**src/rtl/hynoc_egress_arbiter_if.sv**
```systemverilog
// Egress arbiter bundle: ingress request/write/data in, grant/afull back,
// plus the write side of the egress FIFO.
// master = arbiter side, slave = environment (ingress blocks + FIFO).
interface hynoc_egress_arbiter_if #(
  parameter int NB_REQ          = 4,
  parameter int FLIT_WIDTH      = 33,
  parameter int LOG2_FIFO_DEPTH = 5
);
  logic [NB_REQ-1:0]            from_ingress_request;
  logic [NB_REQ-1:0]            from_ingress_write;
  logic [NB_REQ*FLIT_WIDTH-1:0] from_ingress_data;
  logic [NB_REQ-1:0]            to_ingress_grant;
  logic [NB_REQ-1:0]            to_ingress_afull;
  logic [LOG2_FIFO_DEPTH:0]     fifo_wlevel;
  logic                         fifo_wen;
  logic [FLIT_WIDTH-1:0]        fifo_wdata;

  modport master (
    input  from_ingress_request,
    input  from_ingress_write,
    input  from_ingress_data,
    input  fifo_wlevel,
    output to_ingress_grant,
    output to_ingress_afull,
    output fifo_wen,
    output fifo_wdata
  );

  modport slave (
    output from_ingress_request,
    output from_ingress_write,
    output from_ingress_data,
    output fifo_wlevel,
    input  to_ingress_grant,
    input  to_ingress_afull,
    input  fifo_wen,
    input  fifo_wdata
  );
endinterface

```
**src/rtl/hynoc_egress_arbiter.sv**
```systemverilog
// hynoc per-output-port arbiter: grants whole packets to one ingress at a
// time in round-robin order, forwards the granted flits into the egress FIFO
// and returns almost-full back-pressure to the granted ingress only.
module hynoc_egress_arbiter #(
  parameter int NB_REQ          = 4,
  parameter int PAYLOAD_WIDTH   = 32,
  parameter int FLIT_WIDTH      = PAYLOAD_WIDTH + 1,
  parameter int LOG2_FIFO_DEPTH = 5,
  parameter int AFULL_MARGIN    = 5
) (
  input  logic                   router_clk,
  input  logic                   router_arst_n,
  hynoc_egress_arbiter_if.master bus,
  output logic [15:0]            pkt_count,
  output logic [7:0]             drop_count
);

  localparam int IDX_W = (NB_REQ > 1) ? $clog2(NB_REQ) : 1;
  localparam logic [LOG2_FIFO_DEPTH:0] AFULL_LEVEL =
    (LOG2_FIFO_DEPTH+1)'((2 ** LOG2_FIFO_DEPTH) - AFULL_MARGIN);

  typedef enum logic [1:0] {
    IDLE,
    GRANT,
    RELEASE
  } state_t;

  state_t             state_q, state_d;
  logic [IDX_W-1:0]   sel_q, sel_d;
  logic [IDX_W-1:0]   rr_q, rr_d;
  logic [IDX_W-1:0]   scan_sel;
  logic               scan_hit;
  logic [NB_REQ-1:0]  grant_q, grant_d;
  logic [NB_REQ-1:0]  afull_q;
  logic               wen_q;
  logic [FLIT_WIDTH-1:0] wdata_q;
  logic [FLIT_WIDTH-1:0] sel_flit;
  logic               grant_write;
  logic               pkt_done;
  logic               stray;
  logic [15:0]        pkt_q;
  logic [7:0]         drop_q;

  // Round-robin scan: first requester at index >= rr pointer, wrapping.
  always_comb begin
    int unsigned idx;
    idx      = 0;
    scan_hit = 1'b0;
    scan_sel = rr_q;
    for (int unsigned k = 0; k < NB_REQ; k++) begin
      idx = int'(rr_q) + k;
      if (idx >= NB_REQ) idx = idx - NB_REQ;
      if (!scan_hit && bus.from_ingress_request[idx]) begin
        scan_hit = 1'b1;
        scan_sel = IDX_W'(idx);
      end
    end
  end

  // Flit of the selected ingress and write/drop qualification.
  always_comb begin
    sel_flit    = bus.from_ingress_data[sel_q*FLIT_WIDTH +: FLIT_WIDTH];
    grant_write = (state_q == GRANT) && bus.from_ingress_write[sel_q];
    pkt_done    = grant_write && sel_flit[FLIT_WIDTH-1];
    // grant_q is zero outside GRANT, so this covers IDLE/RELEASE writes too
    stray       = |(bus.from_ingress_write & ~grant_q);
  end

  // FSM state, selected ingress and round-robin pointer.
  always_ff @(posedge router_clk or negedge router_arst_n) begin
    if (!router_arst_n) begin
      state_q <= IDLE;
      sel_q   <= '0;
      rr_q    <= '0;
    end else begin
      state_q <= state_d;
      sel_q   <= sel_d;
      rr_q    <= rr_d;
    end
  end

  // Next-state logic: packet grant, completion/abort and release gap.
  always_comb begin
    state_d = state_q;
    sel_d   = sel_q;
    rr_d    = rr_q;
    grant_d = '0;
    case (state_q)
      IDLE: begin
        if (scan_hit) begin
          state_d = GRANT;
          sel_d   = scan_sel;
        end
      end
      GRANT: begin
        // last flit or request withdrawn: both end the packet, pointer moves on
        if (pkt_done || !bus.from_ingress_request[sel_q]) begin
          state_d = RELEASE;
          rr_d    = (sel_q == IDX_W'(NB_REQ-1)) ? '0 : sel_q + 1'b1;
        end
      end
      RELEASE: state_d = IDLE;
      default: state_d = IDLE;
    endcase
    if (state_d == GRANT) grant_d = NB_REQ'(1) << sel_d;
  end

  // Registered grant/afull, FIFO write path and statistics counters.
  always_ff @(posedge router_clk or negedge router_arst_n) begin
    if (!router_arst_n) begin
      grant_q <= '0;
      afull_q <= '0;
      wen_q   <= 1'b0;
      wdata_q <= '0;
      pkt_q   <= '0;
      drop_q  <= '0;
    end else begin
      grant_q <= grant_d;
      afull_q <= (bus.fifo_wlevel >= AFULL_LEVEL) ? grant_d : '0;
      wen_q   <= grant_write;
      if (grant_write) wdata_q <= sel_flit;
      if (pkt_done) pkt_q <= pkt_q + 16'd1;
      if (stray && (drop_q != '1)) drop_q <= drop_q + 8'd1;
    end
  end

  assign bus.to_ingress_grant = grant_q;
  assign bus.to_ingress_afull = afull_q;
  assign bus.fifo_wen         = wen_q;
  assign bus.fifo_wdata       = wdata_q;
  assign pkt_count            = pkt_q;
  assign drop_count           = drop_q;

endmodule

```
**src/flat_wrapper.sv**
```systemverilog
// flat-port wrapper written by rule: the top's interface ports become plain ports
module hynoc_egress_arbiter_flat 
#(
  parameter int NB_REQ          = 4,
  parameter int PAYLOAD_WIDTH   = 32,
  parameter int FLIT_WIDTH      = PAYLOAD_WIDTH + 1,
  parameter int LOG2_FIFO_DEPTH = 5,
  parameter int AFULL_MARGIN    = 5
)
  (router_clk, router_arst_n, pkt_count, drop_count, bus_from_ingress_request, bus_from_ingress_write, bus_from_ingress_data, bus_fifo_wlevel, bus_to_ingress_grant, bus_to_ingress_afull, bus_fifo_wen, bus_fifo_wdata);
  hynoc_egress_arbiter_if #(.NB_REQ(NB_REQ), .FLIT_WIDTH(FLIT_WIDTH), .LOG2_FIFO_DEPTH(LOG2_FIFO_DEPTH)) bus_i ();
  input  logic router_clk;
  input  logic router_arst_n;
  output logic [15:0] pkt_count;
  output logic [7:0] drop_count;
  input wire logic [$bits(bus_i.from_ingress_request)-1:0] bus_from_ingress_request;
  input wire logic [$bits(bus_i.from_ingress_write)-1:0] bus_from_ingress_write;
  input wire logic [$bits(bus_i.from_ingress_data)-1:0] bus_from_ingress_data;
  input wire logic [$bits(bus_i.fifo_wlevel)-1:0] bus_fifo_wlevel;
  output wire logic [$bits(bus_i.to_ingress_grant)-1:0] bus_to_ingress_grant;
  output wire logic [$bits(bus_i.to_ingress_afull)-1:0] bus_to_ingress_afull;
  output wire logic [$bits(bus_i.fifo_wen)-1:0] bus_fifo_wen;
  output wire logic [$bits(bus_i.fifo_wdata)-1:0] bus_fifo_wdata;
  assign bus_i.from_ingress_request = bus_from_ingress_request;
  assign bus_i.from_ingress_write = bus_from_ingress_write;
  assign bus_i.from_ingress_data = bus_from_ingress_data;
  assign bus_i.fifo_wlevel = bus_fifo_wlevel;
  assign bus_to_ingress_grant = bus_i.to_ingress_grant;
  assign bus_to_ingress_afull = bus_i.to_ingress_afull;
  assign bus_fifo_wen = bus_i.fifo_wen;
  assign bus_fifo_wdata = bus_i.fifo_wdata;
  hynoc_egress_arbiter #(.NB_REQ(NB_REQ), .PAYLOAD_WIDTH(PAYLOAD_WIDTH), .FLIT_WIDTH(FLIT_WIDTH), .LOG2_FIFO_DEPTH(LOG2_FIFO_DEPTH), .AFULL_MARGIN(AFULL_MARGIN)) u_core (.router_clk(router_clk), .router_arst_n(router_arst_n), .bus(bus_i), .pkt_count(pkt_count), .drop_count(drop_count));
endmodule
```
**config.mk**
```make
export PLATFORM = sky130hd
export DESIGN_NAME = hynoc_egress_arbiter_flat
export DESIGN_NICKNAME = d
export VERILOG_FILES = /design/src/rtl/hynoc_egress_arbiter_if.sv /design/src/rtl/hynoc_egress_arbiter.sv /design/src/flat_wrapper.sv
export SDC_FILE = /design/constraint.sdc
export NUM_CORES = 1
export LEC_CHECK = 0
export ABC_AREA = 1
export CORE_MARGIN = 3
export CORE_UTILIZATION = 44
export CTS_CLUSTER_SIZE = 16
export DETAILED_ROUTE_END_ITERATION = 16
export GPL_ROUTABILITY_DRIVEN = 0
export GPL_TIMING_DRIVEN = 1
export PLACE_DENSITY_LB_ADDON = 0.08
export SYNTH_ARGS = -nofsm -noshare
export SYNTH_HDL_FRONTEND = slang
export SYNTH_SLANG_ARGS = --single-unit
```
**constraint.sdc**
```tcl
create_clock -name router_clk -period 2.9 [get_ports router_clk]
set_input_delay 0.87 -clock router_clk [delete_from_list [all_inputs] [get_ports router_clk]]
set_output_delay 0.87 -clock router_clk [all_outputs]
set_load 0.05 [all_outputs]
```
## Word-level counts from Yosys, hierarchy flattened

Index checks and enable logic that the tools add are counted.

| storage, ports and cells | value |
|---|---|
| output and inout port bits | 66 |
| register bits | 72 |

| cells by class | value |
|---|---|
| reduce and logical (&&, ||, !) cells | 14 |
| add/sub/neg operators | 10 |
| multipliers | 1 |
| eq/ne operators | 4 |
| bitwise gates (word level) | 2 |
| magnitude comparators | 10 |
| multiplexer cells | 32 |
| shifts and indexed selects | 2 |

Operators with widths:

| operator | count |
|---|---|
| $shiftx 132x9->33 | 1 |
| $lt 32x3->1 const B | 4 |
| $mux 32 | 4 |
| $ge 32x3->1 const B | 3 |
| $sub 32x3->32 const B | 3 |
| $mux 2 | 9 |
| $add 16x1->16 const B | 1 |
| $bmux 1 s2 | 6 |
| $mux 1 | 10 |
| $add 8x1->8 const B | 1 |
| $mul 2x6->8 const B | 1 |
| $mux 4 | 2 |
| $ne 8x8->1 const B | 1 |
| $add 2x2->3 const B | 2 |
| $ge 6x5->1 const B | 1 |
| $logic_and 1x1->1 | 6 |
| $and 4x4->4 | 1 |
| $eq 2x1->1 const B | 2 |
| $logic_not 1->1 | 4 |
| $not 4->4 | 1 |
| $pmux 2 s2 | 1 |
| $reduce_or 4->1 | 1 |
| $shl 1x2->4 const A | 1 |
| $sub 2x3->4 const B | 1 |
| 8 further kinds | 8 |

## Depth between registers and ports, before layout

Gate-level depths: netlist of run 1.

| logic depth | value |
|---|---|
| depth after elaboration | 19 |
| mapped depth | 15 |
| mapped depth without buffers | 15 |

## Worst setup path before layout of run 1

OpenSTA, ideal clock, no wires.

| path | value |
|---|---|
| kind | flip-flop to flip-flop |
| start point | register u_core.drop_q[0], in the netlist u_core.drop_count[0] |
| end point | register u_core.drop_q[7], in the netlist u_core.drop_count[7] |
| cell stages (with the launch flop) | 8 |
| slack | 0.828 ns |
| path buffers | 0 |
| data arrival time | 1.928 ns |
| cell sequence | dfrtp_1 > ha_1 > nand3_1 > o32ai_1 > nor2_1 > nand3_1 > nor2_1 > xor2_1 |

| on the way | value |
|---|---|
| cells in the longest elaborated chain, start to end | 2 |

RTL lines:

| element | RTL line | text |
|---|---|---|
| start, declared | hynoc_egress_arbiter.sv:42 | `logic [7:0] drop_q;` |
| start signal, assigned | hynoc_egress_arbiter.sv:123 | `if (stray && (drop_q != '1)) drop_q <= drop_q + 8'd1;` |
| parallel branches: the longest is 2 deep, another holds $add 8x1->8 | -- |  |

Several ways; the timed one is not identified.
A chain may end at the register's enable or synchronous reset.

## Worst setup path after layout of run 1

| path | value |
|---|---|
| start point | register u_core.pkt_q[9], in the netlist u_core.pkt_count[9] |
| end point | output port pkt_count[9] |

RTL lines:

| element | RTL line | text |
|---|---|---|
| start, declared | hynoc_egress_arbiter.sv:41 | `logic [15:0] pkt_q;` |
| start signal, assigned | hynoc_egress_arbiter.sv:122 | `if (pkt_done) pkt_q <= pkt_q + 16'd1;` |
| end, declared | flat_wrapper.sv:14 | `output logic [15:0] pkt_count;` |

No word-level cell between the ends.

==> qor.yml, run 1 <==
die:
  ios: 214
  floorplan.initialDensity_pct: 46.02
  die_area_um2: 11030
  die_height_um: 105.0
  rows: 35
  die_w_um: 105.0
  core-area_um2: 9371
yosys:
  ys_async_sr_fraction_pct: 100.0
  syn_area_um2: 4313
  synthesis.nets: 745
  synth_edf_count: 0
  yosysWarnings: 0
  synthTopCellsByArea: "dfrtp_1 42%, nor2_1 15%, o21ai_0 8.2%"
  ys.flop_type: "dfrtp_1"
  postSynthCellCount: 594
  synth_top_area_cell: "dfrtp_1"
  synth_seq_cells: 72
  synth_cell_types: 34
  yosysTopAreaCellShare_pct: 41.78
  synth_seq_area_share_pct: 41.78
  synth.avg_cell_area_um2: 7.261
power_and_ir_drop:
  vdd_drop_max_mv: 0.5194
  p_total_mw: 7.424
  leakage_nw: 2.928
  cellPowerDensity_nw_per_um2: 1094
timing:
  drv_slew: 0
  whs_ps: 519.4
  min_period_ps: 2525
  setup_ws_ps: 374.6
  finalCritPeriodShare_pct: 87.08
  fin_skew_ps: 9.506
  hold_viol: 0
  setup_tns_ps: 0
  worst_slew_pin_slew_ps: 675.6
  rsz0062_at_grt: "no"
  maxSlewHeadroom_pct: 54.82
  max_freq_mhz: 396.0
  finalSetupViolCount: 0
grt:
  grt_first_pass_wirelength_mm: 20.82
  overflow: 0
  antenna_found_initial: 0
  first_global_vias: 4331
  grt_start_max_net_pins: 47
  groute.usage.overall_pct: 23.30
setup_path:
  crit_fanout: 5
  critical_path.cell_chain: "clkdlybuf4s50_1"
  critPathMaxStageDelay_ps: 850
  endpoint_kind: "output pin"
  path_buf_inv: 1
  crit_family: "buffers and inverters"
  worstPathArrival_ps: 1660
  startpoint_type: "register"
  required_ps: 2030
  crit_slowest_cell: "clkdlybuf4s50_1"
  critical_path_class: "reg -> out"
clocking:
  cts_root_buf: "clkbuf_8"
  cts_resized: 0
  cts_buffers: 9
  cts_tree: "yes"
  htreeDepth: 3
  cts_setup_buffers: 0
  cts_buffer_depth: 2
  clk_pin_slew_worst_paths_ps: 90
  insertion_delay_ps: 340
  cts_hold_buf: 0
  clock_sinks: 72
placed_design:
  place_inst: 914
  io_buffers: 213
  hpwl_mm: 10.39
  post-place-ws_ps: 71.35
  dpl_cell_area_um2: 6565
routing:
  vias: 4661
  dr.pass1.iters: 6
  drt_iter0_drc: 226
  ant_nets: 0
  via_per_inst: 5.012
  wl_mm: 13.26
  detail_route.wl_per_cell_um: 14.26
  drc: 0
cells_and_area:
  stdcell_area_um2: 6785
  layoutNonFillerInstCount: 930
  final_core_util_pct: 72.40
  mostFrequentLayoutCells: "212 x clkdlybuf4s50_1, 176 x nor2_1, 76 x nand2_1"
  drive_above_1_share_pct: 7.990
  layout_commonest_cell: "clkdlybuf4s50_1"
  antennaDiodeCount: 0
  area_delta_synth_final_pct: 57.33
  nNetsFinal: 947
hold_path:
  min_path_type: "in -> async"
run:
  maxCapViolCount: 0
outcome:
  status: "finished, final reports clean"
cells by family (layout without fill, tap and decap cells):
group / count (synthesis) / in the layout / share of synthesized area, %
AOI/OAI and AO/OA: 120 / 120 / 15.23
muxes: 1 / 1 / 0.2611
xor gates and xnor gates: 20 / 20 / 4.062
adders and majority gates: 3 / 3 / 0.8704
buffers and inverters: 68 / 275 / 6.672
DFF: 72 / 72 / 41.78
and+or+nand+nor: 310 / 310 / 31.13
where the power goes:
| group | internal [mW] | leakage (nW) | switching [mW] | total (mW) |
|---|---|---|---|---|
| clock | 0.489 | 0.103 | 0.396 | 0.885 |
| combinational | 1.64 | 1.95 | 3.17 | 4.81 |
| sequential | 1.42 | 0.873 | 0.311 | 1.73 |
| total | 3.55 | 2.93 | 3.87 | 7.42 |
worst paths after layout:
check                                                 start                                  endpoint  slack (ps)  depth (start not counted)
max                         u_core.pkt_count[9]$_DFFE_PN0P_                              pkt_count[9]         370                          1
min                                           router_arst_n           u_core.pkt_count[5]$_DFFE_PN0P_         520                          1
max reg2reg                      u_core.rr_q[0]$_DFFE_PN0P_  u_core.bus.to_ingress_afull[1]$_DFF_PN0_         770                         11
min reg2reg                u_core.drop_count[7]$_DFFE_PN0P_          u_core.drop_count[7]$_DFFE_PN0P_         520                          1
max in group asynchronous                     router_arst_n          u_core.drop_count[7]$_DFFE_PN0P_        1810                          2
min in group router_clk    u_core.drop_count[7]$_DFFE_PN0P_          u_core.drop_count[7]$_DFFE_PN0P_         520                          1
sequential cells by signal, summed over array words and instances (netlist names):
register	cells
u_core.sel_q	2
u_core.pkt_count	16
u_core.bus.to_ingress_afull	4
u_core.rr_q	2
u_core.bus.fifo_wen	1
u_core.bus.fifo_wdata	33
u_core.state_q	2
u_core.drop_count	8
u_core.bus.to_ingress_grant	4
synthesized netlist by cell type (3+ instances only):
master / instances
buf_1: 4
nor3_1: 3
a31oi_1: 33
nand3_1: 16
a21oi_1: 7
o21ai_0: 71
buf_4: 3
dfrtp_1: 72
xnor2_1: 9
o21ai_1: 3
nor4_1: 3
nand4_1: 5
nand2_1: 76
inv_1: 33
nor2_1: 176
ha_1: 3
xor2_1: 11
nand3_2: 3
clkbuf_1: 16
buf_2: 7
nor2_4: 5
nand2_2: 17
nor2_2: 3
layout make-up:
cell class,instances,area [um^2]
Timing Repair Buffer,222,2222
Clock inverter,6,92.59
Fill cell,778,2586
Multi-Input combinational cell,454,2235
Inverter,37,143.9
Tap cell,129,161.4
Sequential cell,72,1803
Clock buffer,10,127.6
routing by layer:
| metal | track usage, % | part of all wire, % | up-vias |
|---|---|---|---|
| li1 | - | - | 2338 |
| met1 | 27.35 | 40 | 2116 |
| met2 | 39.60 | 49 | 181 |
| met3 | 7.041 | 8.5 | 26 |
| met4 | 9.560 | 2.9 | 0 |
| met5 | 0 | 0 | - |
Note: power is estimated with default switching activity, not from simulation.
==> inputs of run 2 (changes only) <==
--- a/config.mk
+++ b/config.mk
@@ -6,8 +6,9 @@
 export NUM_CORES = 1
 export LEC_CHECK = 0
 export ABC_AREA = 1
+export CAP_MARGIN = 5
 export CORE_MARGIN = 3
-export CORE_UTILIZATION = 44
+export CORE_UTILIZATION = 41
 export CTS_CLUSTER_SIZE = 16
 export DETAILED_ROUTE_END_ITERATION = 16
 export GPL_ROUTABILITY_DRIVEN = 0
==> constraint.sdc (replaced) <==
create_clock -name router_clk -period 2.45 [get_ports router_clk]
set_input_delay 0.735 -clock router_clk [delete_from_list [all_inputs] [get_ports router_clk]]
set_output_delay 0.735 -clock router_clk [all_outputs]
set_load 0.05 [all_outputs]
==> run 2 against run 1 <==
Combinational power increased by 20%. Die area up 6.9%. Routed wire length up 2.6%. Critical path type unchanged. Worst hold slack got worse by 180 ps. First-iteration DRC count fell by 7.1%. Via count shrank 0.60%. Sequential share of layout area fell by 0.47 points. Utilization down 3.3 points.
==> qor.yml, run 2 (synthesis results as in run 1) <==
die:
  die_area_um2: 11790  # +6.9%
  ios: 214  # unchanged
  rows: 36  # +2.9%
  die_height_um: 108.6  # +3.4%
  floorplan.initialDensity_pct: 43.13  # -2.9 points
  core-area_um2: 10000  # +6.7%
  die_w_um: 108.6  # +3.4%
cells_and_area:
  antennaDiodeCount: 0  # unchanged
  mostFrequentLayoutCells: "212 x clkdlybuf4s50_1, 176 x nor2_1, 76 x nand2_1"
  largest_reg_flops: 33  # unchanged
  fill_cells: 856  # +10%
  layout_commonest_cell: "clkdlybuf4s50_1"
  area_delta_synth_final_pct: 60.17
  drive_above_1_share_pct: 9.693  # +1.7 points
  nNetsFinal: 961  # +1.5%
  stdcell_area_um2: 6908  # +1.8%
timing:
  min_period_ps: 2392
  rsz0062_at_grt: "no"
  finalSetupViolCount: 0  # unchanged
  worst_slew_pin_slew_ps: 577.8  # -97.81 ps
  max_freq_mhz: 418.1
  setup_tns_ps: 0  # unchanged
  hold_viol: 0  # unchanged
  drv_slew: 0  # unchanged
  maxSlewHeadroom_pct: 61.36  # +6.5 points
  fin_skew_ps: 8.791  # -0.7151 ps
  whs_ps: 340.2  # -179.2 ps
  finalCritPeriodShare_pct: 97.62
grt:
  grt_first_pass_wirelength_mm: 21.60  # +3.7%
  antenna_found_initial: 0  # unchanged
  grtUsageMet3_pct: 6.866  # -0.18 points
  overflow: 0  # unchanged
  grt_most_used_layer: "met2"
  grt_start_max_net_pins: 57  # +21%
  use_met2_pct: 39.06  # -0.54 points
  grt_util_met1_pct: 28.17  # +0.82 points
  first_global_vias: 4534  # +4.7%
  groute.usage.overall_pct: 23.16  # -0.14 points
clocking:
  cts_tree: "yes"
  cts_setup_buffers: 0  # unchanged
  cts_root_buf: "clkbuf_8"
  cts_hold_buf: 0  # unchanged
  clk_pin_slew_worst_paths_ps: 80  # about the same
  cts_buffer_depth: 2  # unchanged
  htreeDepth: 3  # unchanged
  insertion_delay_ps: 340  # about the same
  cts_buffers: 9  # unchanged
  clock_sinks: 72  # unchanged
  cts_resized: 0  # unchanged
routing:
  drt_iter0_drc: 210  # -7.1%
  drc: 0  # unchanged
  dr.pass1.iters: 4  # -2
  via_per_inst: 4.887  # -2.5%
  ant_nets: 0  # unchanged
  wl_mm: 13.61  # +2.6%
  vias: 4633  # -0.60%
  detail_route.wl_per_cell_um: 14.35  # +0.65%
setup_path:
  worstReg2RegStart: "u_core.rr_q[0]$_DFFE_PN0P_"
  critical_path_class: "reg -> out"
  startpoint_type: "register"
  worstPathArrival_ps: 1660  # about the same
  required_ps: 1710  # -320 ps
  critical_path.cell_chain: "clkdlybuf4s50_1"
  r2r_slack_ps: 410  # -360 ps
  r2r_cells: 11  # unchanged
  crit_slowest_cell: "clkdlybuf4s50_1"
  crit_family: "buffers and inverters"
  crit_fanout: 6  # +1
  path_buf_inv: 1  # unchanged
  critPathMaxStageDelay_ps: 850  # about the same
  endpoint_kind: "output pin"
  r2r-end: "u_core.bus.to_ingress_afull[1]$_DFF_PN0_"
placed_design:
  io_buffers: 213  # unchanged
  dpl_cell_area_um2: 6688  # +1.9%
  hpwl_mm: 10.66  # +2.5%
power_and_ir_drop:
  vdd_drop_max_mv: 0.6226  # +20%
  leakage_nw: 3.010  # +2.8%
  cellPowerDensity_nw_per_um2: 1287  # +18%
run:
  maxCapViolCount: 0  # unchanged
hold_path:
  min_path_type: "in -> async"
outcome:
  status: "finished, final reports clean"
-- run 2: cell count changes in the layout (fill, tap and decap cells not counted) --
cell / before / now
inv_6: 1 / 0
clkinv_2: 0 / 2
clkbuf_1: 1 / 0
buf_4: 8 / 21
clkinv_4: 1 / 3
buf_12: 2 / 3
clkinvlp_4: 2 / 0
-- run 2: how the worst max path moves through the flow --
stage	depth (start not counted)	from	slack (ps)	endpoint
floorplan	7	u_core.drop_count[0]$_DFFE_PN0P_	380	u_core.drop_count[7]$_DFFE_PN0P_
global placement	12	bus_from_ingress_write[1]	-40	u_core.pkt_count[12]$_DFFE_PN0P_
detailed placement	12	bus_from_ingress_write[1]	-130	u_core.pkt_count[12]$_DFFE_PN0P_
CTS	1	u_core.pkt_count[2]$_DFFE_PN0P_	60	pkt_count[2]
global route	1	u_core.pkt_count[2]$_DFFE_PN0P_	20	pkt_count[2]
finish	1	u_core.pkt_count[2]$_DFFE_PN0P_	60	pkt_count[2]
-- run 2: through the flow --
step / util [%] / std cells / setup slack [ps] / power (mW)
detailed placement: 66.88 / 932 / -127.6 / 7.890
finish: 69.08 / 948 / 58.40 / 8.894
global route: 69.08 / 948 / 15.95 / 9.587
floorplan: - / 594 / 378.4 / 5.985
global placement: 66.88 / 932 / -36.06 / 7.786
CTS: 69.08 / 948 / 61.36 / 8.955
-- run 2: per-layer routing --
layer  up-vias  wire length (um)  share of wire (%)
li1       2363                 -                  -
met1      2076              5515                 41
met2       169              6593                 48
met3        25              1134                8.3
met4         0               365                2.7
met5         -                 0                  0
-- run 2: report_power, final --
group / total (mW) / switching [mW] / internal, mW
sequential: 2.08 / 0.402 / 1.68
clock: 1.05 / 0.471 / 0.575
combinational: 5.77 / 3.75 / 2.02
total: 8.89 / 4.62 / 4.27
-- run 2: cell type report --
type | count | area [um^2] | share of cell area [%]
repair buffers | 236 | 2340 | 33.87
clock buffers | 9 | 123.9 | 1.793
clock inverters | 7 | 96.34 | 1.395
flip-flops and latches | 72 | 1803 | 26.10
multi-input cells | 454 | 2235 | 32.35
well taps | 133 | 166.4 | 2.409
inverters | 37 | 143.9 | 2.083
